[src/rtl/chacha_block_ctrl.sv]
// chacha_block_ctrl
// Sequencer for one ChaCha20 keystream lane. Builds the 4x4 initial state,
// hands the working state to an external double-round datapath DR_COUNT
// times, adds the initial state back in (feed-forward), and presents the
// 512-bit keystream block on a valid/ready port. The counter advances and
// multi-block bursts repeat without software involvement.
//
// Ports
//   clk, rst_n        clock, async active-low reset
//   start             one-cycle request, honoured only while idle
//   key/nonce         256-bit key (state words 4..11), 96-bit nonce (13..15)
//   ctr_init          first block counter (state word 12)
//   num_blocks        blocks per burst, 0 behaves as 1
//   dr_start          one-cycle request to the round datapath
//   dr_state_in       state presented to the datapath, word i at [32i+31:32i]
//   dr_done           datapath result strobe, dr_state_out valid with it
//   dr_state_out      state after one column+diagonal double round
//   ks_valid/ks_ready keystream handshake
//   ks_data, ks_ctr   keystream block and the counter that produced it
//   busy              high whenever not idle
//   ctr_wrap          sticky flag, counter stepped past 0xFFFFFFFF
//
// state | meaning
// IDLE  | waiting for start, inputs captured on start
// LOAD  | build initial state from captured inputs, clear round count
// ISSUE | pulse dr_start with the working state
// WAIT  | wait for dr_done, absorb result, count the round
// ADD   | feed-forward add, capture keystream block and counter
// OUT   | offer block; on handshake advance counter and burst count

module chacha_block_ctrl #(
  parameter int DR_COUNT = 10,
  parameter int BLK_W    = 8
) (
  input  logic             clk,
  input  logic             rst_n,
  input  logic             start,
  input  logic [255:0]     key,
  input  logic [95:0]      nonce,
  input  logic [31:0]      ctr_init,
  input  logic [BLK_W-1:0] num_blocks,
  output logic             dr_start,
  output logic [511:0]     dr_state_in,
  input  logic             dr_done,
  input  logic [511:0]     dr_state_out,
  output logic             ks_valid,
  input  logic             ks_ready,
  output logic [511:0]     ks_data,
  output logic [31:0]      ks_ctr,
  output logic             busy,
  output logic             ctr_wrap
);

  typedef enum logic [2:0] {
    S_IDLE, S_LOAD, S_ISSUE, S_WAIT, S_ADD, S_OUT
  } state_t;

  localparam logic [127:0] SIGMA = {32'h6b206574, 32'h79622d32,
                                    32'h3320646e, 32'h61707865};
  localparam logic [3:0]   DR_LAST = 4'(DR_COUNT - 1);

  state_t           state, state_nxt;
  logic [255:0]     key_r;
  logic [95:0]      nonce_r;
  logic [31:0]      ctr_r;
  logic [BLK_W-1:0] blk_left;
  logic [511:0]     init_reg, work_reg;
  logic [3:0]       dr_cnt;
  logic [511:0]     init_val, sum_val;
  logic             dr_last, blk_last;

  assign init_val    = {nonce_r, ctr_r, key_r, SIGMA};
  assign dr_last     = (dr_cnt == DR_LAST);
  assign blk_last    = (blk_left == BLK_W'(1));
  // work_reg only changes in LOAD and on an accepted dr_done, so it is
  // already stable for the whole ISSUE..dr_done window.
  assign dr_state_in = work_reg;

  // Per-word modular add; carries never cross word boundaries.
  always_comb begin
    sum_val = '0;
    for (int i = 0; i < 16; i++)
      sum_val[32*i +: 32] = work_reg[32*i +: 32] + init_reg[32*i +: 32];
  end

  always_ff @(posedge clk or negedge rst_n) begin
    if (!rst_n) state <= S_IDLE;
    else        state <= state_nxt;
  end

  always_comb begin
    state_nxt = state;
    dr_start  = 1'b0;
    ks_valid  = 1'b0;
    busy      = 1'b1;
    case (state)
      S_IDLE: begin
        busy = 1'b0;
        if (start) state_nxt = S_LOAD;
      end
      S_LOAD:  state_nxt = S_ISSUE;
      S_ISSUE: begin
        dr_start  = 1'b1;
        state_nxt = S_WAIT;
      end
      S_WAIT: begin
        if (dr_done) state_nxt = dr_last ? S_ADD : S_ISSUE;
      end
      S_ADD:   state_nxt = S_OUT;
      S_OUT: begin
        ks_valid = 1'b1;
        if (ks_ready) state_nxt = blk_last ? S_IDLE : S_LOAD;
      end
      default: state_nxt = S_IDLE;
    endcase
  end

  always_ff @(posedge clk or negedge rst_n) begin
    if (!rst_n) begin
      key_r    <= '0;
      nonce_r  <= '0;
      ctr_r    <= '0;
      blk_left <= '0;
      init_reg <= '0;
      work_reg <= '0;
      dr_cnt   <= '0;
      ks_data  <= '0;
      ks_ctr   <= '0;
      ctr_wrap <= 1'b0;
    end else begin
      case (state)
        S_IDLE: begin
          if (start) begin
            key_r    <= key;
            nonce_r  <= nonce;
            ctr_r    <= ctr_init;
            blk_left <= (num_blocks == '0) ? BLK_W'(1) : num_blocks;
            ctr_wrap <= 1'b0;
          end
        end
        S_LOAD: begin
          init_reg <= init_val;
          work_reg <= init_val;
          dr_cnt   <= '0;
        end
        S_WAIT: begin
          if (dr_done) begin
            work_reg <= dr_state_out;
            dr_cnt   <= dr_cnt + 4'd1;
          end
        end
        S_ADD: begin
          ks_data <= sum_val;
          ks_ctr  <= ctr_r;
        end
        S_OUT: begin
          if (ks_ready) begin
            blk_left <= blk_left - BLK_W'(1);
            ctr_r    <= ctr_r + 32'd1;
            if (ctr_r == 32'hFFFF_FFFF) ctr_wrap <= 1'b1;
          end
        end
        default: ;
      endcase
    end
  end

endmodule
[config.mk]
export PLATFORM = sky130hd
export DESIGN_NAME = chacha_block_ctrl
export DESIGN_NICKNAME = d
export VERILOG_FILES = /design/src/rtl/chacha_block_ctrl.sv
export SDC_FILE = /design/constraint.sdc
export NUM_CORES = 2
export LEC_CHECK = 0
export CELL_PAD_IN_SITES_DETAIL_PLACEMENT = 0
export CELL_PAD_IN_SITES_GLOBAL_PLACEMENT = 2
export CORE_AREA = 2 2 770 772
export CTS_CLUSTER_SIZE = 16
export DETAILED_ROUTE_END_ITERATION = 10
export DIE_AREA = 0 0 772 774
export PLACE_DENSITY_LB_ADDON = 0.25
export SLEW_MARGIN = 5
export SYNTH_ARGS = -nofsm -noshare
export SYNTH_HDL_FRONTEND = slang
export SYNTH_SLANG_ARGS = --single-unit
[constraint.sdc]
create_clock -name clk -period 5.8 [get_ports clk]
set_input_delay 1.45 -clock clk [delete_from_list [all_inputs] [get_ports clk]]
set_output_delay 1.45 -clock clk [all_outputs]
set_load 0.005 [all_outputs]
# After elaboration in Yosys (flattened, before gate mapping)
# Index checks and enable logic that the tools add are counted.
# totals
input_bits	909
regBits	1896
wordCells	75
out_inout_bits	1060
# classes
muxes	24
n_reduce_logical	9
eq_ne	12
add_sub_neg	19
# op_table
operator	count
512-bit one-hot mux with 2 select lines	1
512-bit two-way mux	1
32-bit adder	12
32-bit by 31-bit adder with 32-bit output	3
32-bit two-way mux	2
32-bit one-hot mux with 2 select lines	1
32-bit by 1-bit adder with 32-bit output (second input constant)	1
32-bit by 30-bit adder with 32-bit output	1
32-bit equality test (second input constant)	1
8-bit two-way mux	3
3-bit one-hot mux with 6 select lines	1
8-bit one-hot mux with 2 select lines	1
3-bit two-way mux	4
8-bit by 1-bit equality test with 1-bit output (second input constant)	1
8-bit zero test	1
2-bit inequality test (second input constant)	4
4-bit one-hot mux with 2 select lines	1
8-bit by 1-bit subtractor with 8-bit output (second input constant)	1
1-bit two-way mux	7
3-bit by 2-bit equality test with 1-bit output (second input constant)	2
3-bit equality test (second input constant)	2
3-bit AND reduction	2
4-bit by 1-bit adder with 4-bit output (second input constant)	1
4-bit equality test (second input constant)	1
7 further kinds	9

# Depth between registers and ports, before layout
# depth
ltp_word	4
mapped_depth	12
mapped_depth_nobuf	12

# Worst setup path after synthesis
# Ideal clock, no wire load.
# synth_timing
kind	reg-to-reg
from	reg, netlist name init_reg[126]
to	reg ks_data[31]
stages_incl_launch_ff	12
setup_slack_ns	2.053
required_ns	5.671
t_arrival_ns	3.618
synth_period_minus_slack_ns	3.747
path_buffers	0
setup_time_ns	0.129
path_cell_list	dfrtp_1 -> ha_1 -> a31o_2 -> a221oi_2 -> o311a_1 -> o31ai_1 -> a21oi_1 -> o21bai_1 -> and3_1 -> a31oi_1 -> xor2_1 -> o21ai_1
# synth_rtl
item	line_no	source
to (signal assigned)	153	ks_data <= sum_val;
to (decl)	48	output logic [511:0] ks_data,

# Worst setup path after layout
# layout_timing
from	reg state[1]
to	out ks_valid
# layout_via
elab_chain_len	2
# layout_rtl
item	line_no	source
from (decl)	62	state_t state, state_nxt;
from (signal assigned)	88	else state <= state_nxt;
3-bit equality test	96	case (state)
1-bit two-way mux	96	
to (decl)	46	output logic ks_valid,
# Every way passes these cells.

==> impl_metrics.yaml <==
synth:
  share_of_the_synthesized_area_in_the_top_cell_type_pct: 49.8
  yosysUniqueCellTypes: 91
  asyncSetResetFlopFracSynth_pct: 100
  synth.area.top_cells: "sky130_fd_sc_hd__dfrtp_1 (50%), sky130_fd_sc_hd__nand2_1 (11%), sky130_fd_sc_hd__ha_1 (5.9%)"
  synth_area_leader_cell: "sky130_fd_sc_hd__dfrtp_1"
  synthesis.area_sq_um: 92600
  synth_edf_count: 0
  yosysWarnings: 0
  postSynthRegisterBits: 1841
  avgSynthCellArea_sq_um: 9.59
  synth_ff_type: "sky130_fd_sc_hd__dfrtp_1"
  synth.yosys.seq_area_share_pct: 49.8
  syn-num-nets: 11010
  cell_count_after_synthesis: 9652
sta:
  final_hold_viol_count: 0
  worst_slack_ns: 1.16
  timing.max_slew.rel_slack_pct: 14.7
  setup_viol: 0
  unrepaired_setup_endpoints_after_global_routing: "false"
  worst_max_slew_pin_slew_ns: 1.27
  clock_skew_ns: 0.0619
  timing.final.crit_share_pct: 80.1
  fin_setup_tns_ns: 0
  achievable-frequency_ghz: 0.215
  final_period_minus_worst_setup_slack_ns: 4.64
  timing.hold.ws_ns: 0.447
  report.final.slew_viol_count: 0
power_and_ir_drop:
  static-leakage-power_nw: 57.6
  powerDensity_nw_per_um2: 590
  worst_ir_drop_vdd_mv: 0.457
die:
  floorplan.die_area_sq_um: 598000
  rows: 282
  design.core.area_sq_um: 589000
  initial_core_util_pct: 15.7
  dieHeight_um: 774
  ios: 1969
  chip_width_um: 772
critical_path:
  worst-endpoint-arrival_ns: 3.19
  crit_start: "state[1]"
  timing.critical_path.max_delay_family: "buffers and inverters"
  setup.worst_path.end_class: "primary output"
  crit_type: "flop to primary output"
  cp.required_ns: 4.35
  crit_cells: 5
  reg2reg_from: "dr_state_in[320]"
  worst_setup_path_start_kind: "flop"
  crit_path_top_delay_cell: "sky130_fd_sc_hd__clkdlybuf4s50_1"
  worst-path-buf-inv: 4
  largest_fanout_on_the_critical_path: 50
  r2r_slack_ns: 1.66
  rr_endpoint: "ks_data[350]"
  critPathCapture: "ks_valid"
  r2r_cells: 12
  critical_path.max_stage_delay_ns: 0.60
  cells_traversed_along_the_worst_timing_path: "inv_1 > nand3_2 > buf_4 > inv_2 > clkdlybuf4s50_1"
clocking:
  cts_sinks: 1841
  postCtsHoldBufs: 0
  cts_tree: "done"
  worstSkewPairLatency_ns: 0.95
  post_cts_resize_count: 0
  clk_pin_slew_worst_paths_ns: 0.06
  ctsRootBufferMaster: "sky130_fd_sc_hd__clkbuf_16"
  clockBufferDepth: 4
  ctsHtreeMaxLevel: 5
  cts_buf_count: 274
  setup_buffers_after_cts: 0
final_layout:
  layout-drive-gt1-share_pct: 8.04
  design.final.nets: 12892
  area_growth_syn_to_layout_pct: 41.4
  finish.instance_area_sq_um: 131000
  post-route-util_pct: 22.2
placed_design:
  gp_congestion: 0.838
  io_buffers: 1968
  dp.final_hpwl_um: 460000
  dpl_cell_area_sq_um: 122000
  dp_worst_setup_slack_ns: 1.35
drt:
  dr_total_vias: 78981
  drc: 0
  routed_wl_um: 573000
  drt.antenna.violating_nets: 0
  detail_route.first_pass.iterations: 5
  via_per_instance_ratio: 4.03
  routedWlPerCell_um: 29.2
  drt_iter0_drc: 4288
global_routing:
  antenna_violations_before_repair: 261
  first_global_vias: 81084
  grt_pass1_wl_um: 760000
  grt_resource_usage_total_pct: 18.5
  pin_count_of_the_biggest_net_entering_global_routing: 176
  grt_overflow_total: 0
min_path:
  timing.hold.worst.class: "primary input to async pin"
outcome:
  outcome: "finished clean"
run:
  max_cap_viol_count: 0
[layout make-up]
class	instances	area [sq um]
clock inverter	69	831
tap	7810	9770
timing repair buffer	2089	21300
multi-input combinational	7241	44400
fill	64639	458000
inverter	87	327
antenna	63	158
clock buffer	401	8060
sequential	1841	46100
[cell families after synthesis]
group	after synthesis	share of synthesized area, %
compound gates	2155	13.7
xor+xnor	465	4.40
fa+ha+maj	449	6.18
buf+inv	570	2.33
flops	1841	49.8
mux	743	8.51
simple gates	3429	15.2
[how the worst min path moves through the flow]
stage / start / endpoint / slack (ns) / cells past startpoint
final: rst_n / ks_data[459] / 0.45 / 1
after global routing: rst_n / ks_data[459] / 0.41 / 1
after detailed placement: ks_data[228] / ks_data[228] / 0.46 / 2
after global placement: ks_data[228] / ks_data[228] / 0.46 / 2
after floorplan: init_reg[388] / init_reg[388] / 0.45 / 2
after CTS: rst_n / ks_data[459] / 0.36 / 1
[stage by stage]
stage	total power [W]	std cells
after floorplan	0.0415	9652
after global placement	0.0615	19068
after detailed placement	0.0614	19068
after CTS	0.0792	19538
after global routing	0.0827	19559
final	0.0772	19601
[cell usage after synthesis (all sizes together) (40+ instances only)]
cell type and instances:
and3 52, nand2b 41, xnor2 235, dfrtp 1841, inv 87, nand3 170, a211oi 40, a21o 227
mux2i 390, a31oi 61, buf 55, nand2 2686, xor2 230, nor2 221, nor2b 45, ha 436
mux2 353, a21oi 410, nor3 41, o21ai 1093, clkbuf 428, o21bai 71, nand4 45
[power by group]
group	internal, W	total (W)	switching [W]	leakage, nW
registers	0.0173	0.0231	0.00583	23.5
logic	0.0151	0.0369	0.0219	29.7
clock network	0.0100	0.0171	0.00711	4.37
total	0.0424	0.0772	0.0348	57.6
[per-layer routing]
metal  up-vias  share of wire [%]  track usage [%]
met5         -               0.18                0
met4       166                3.5             5.51
met3       813                8.7             6.73
met2      2314                 49             32.5
met1     38528                 39             20.9
li1      37160                  -                -
[cells in the final DEF, fill, tap and decap left out, drive strengths merged, types with 96 or more instances in the layout]
master	Yosys	routed
xor2	230	230
a21o	227	227
nor2	221	221
clkbuf	428	401
nand2	2686	2686
dfrtp	1841	1841
nand3	170	170
buf	55	122
inv	87	96
ha	436	436
mux2	353	353
a21oi	410	410
xnor2	235	235
mux2i	390	390
o21ai	1093	1093
clkdlybuf4s50	0	1967
Note: power is estimated with default switching activity, not from simulation.
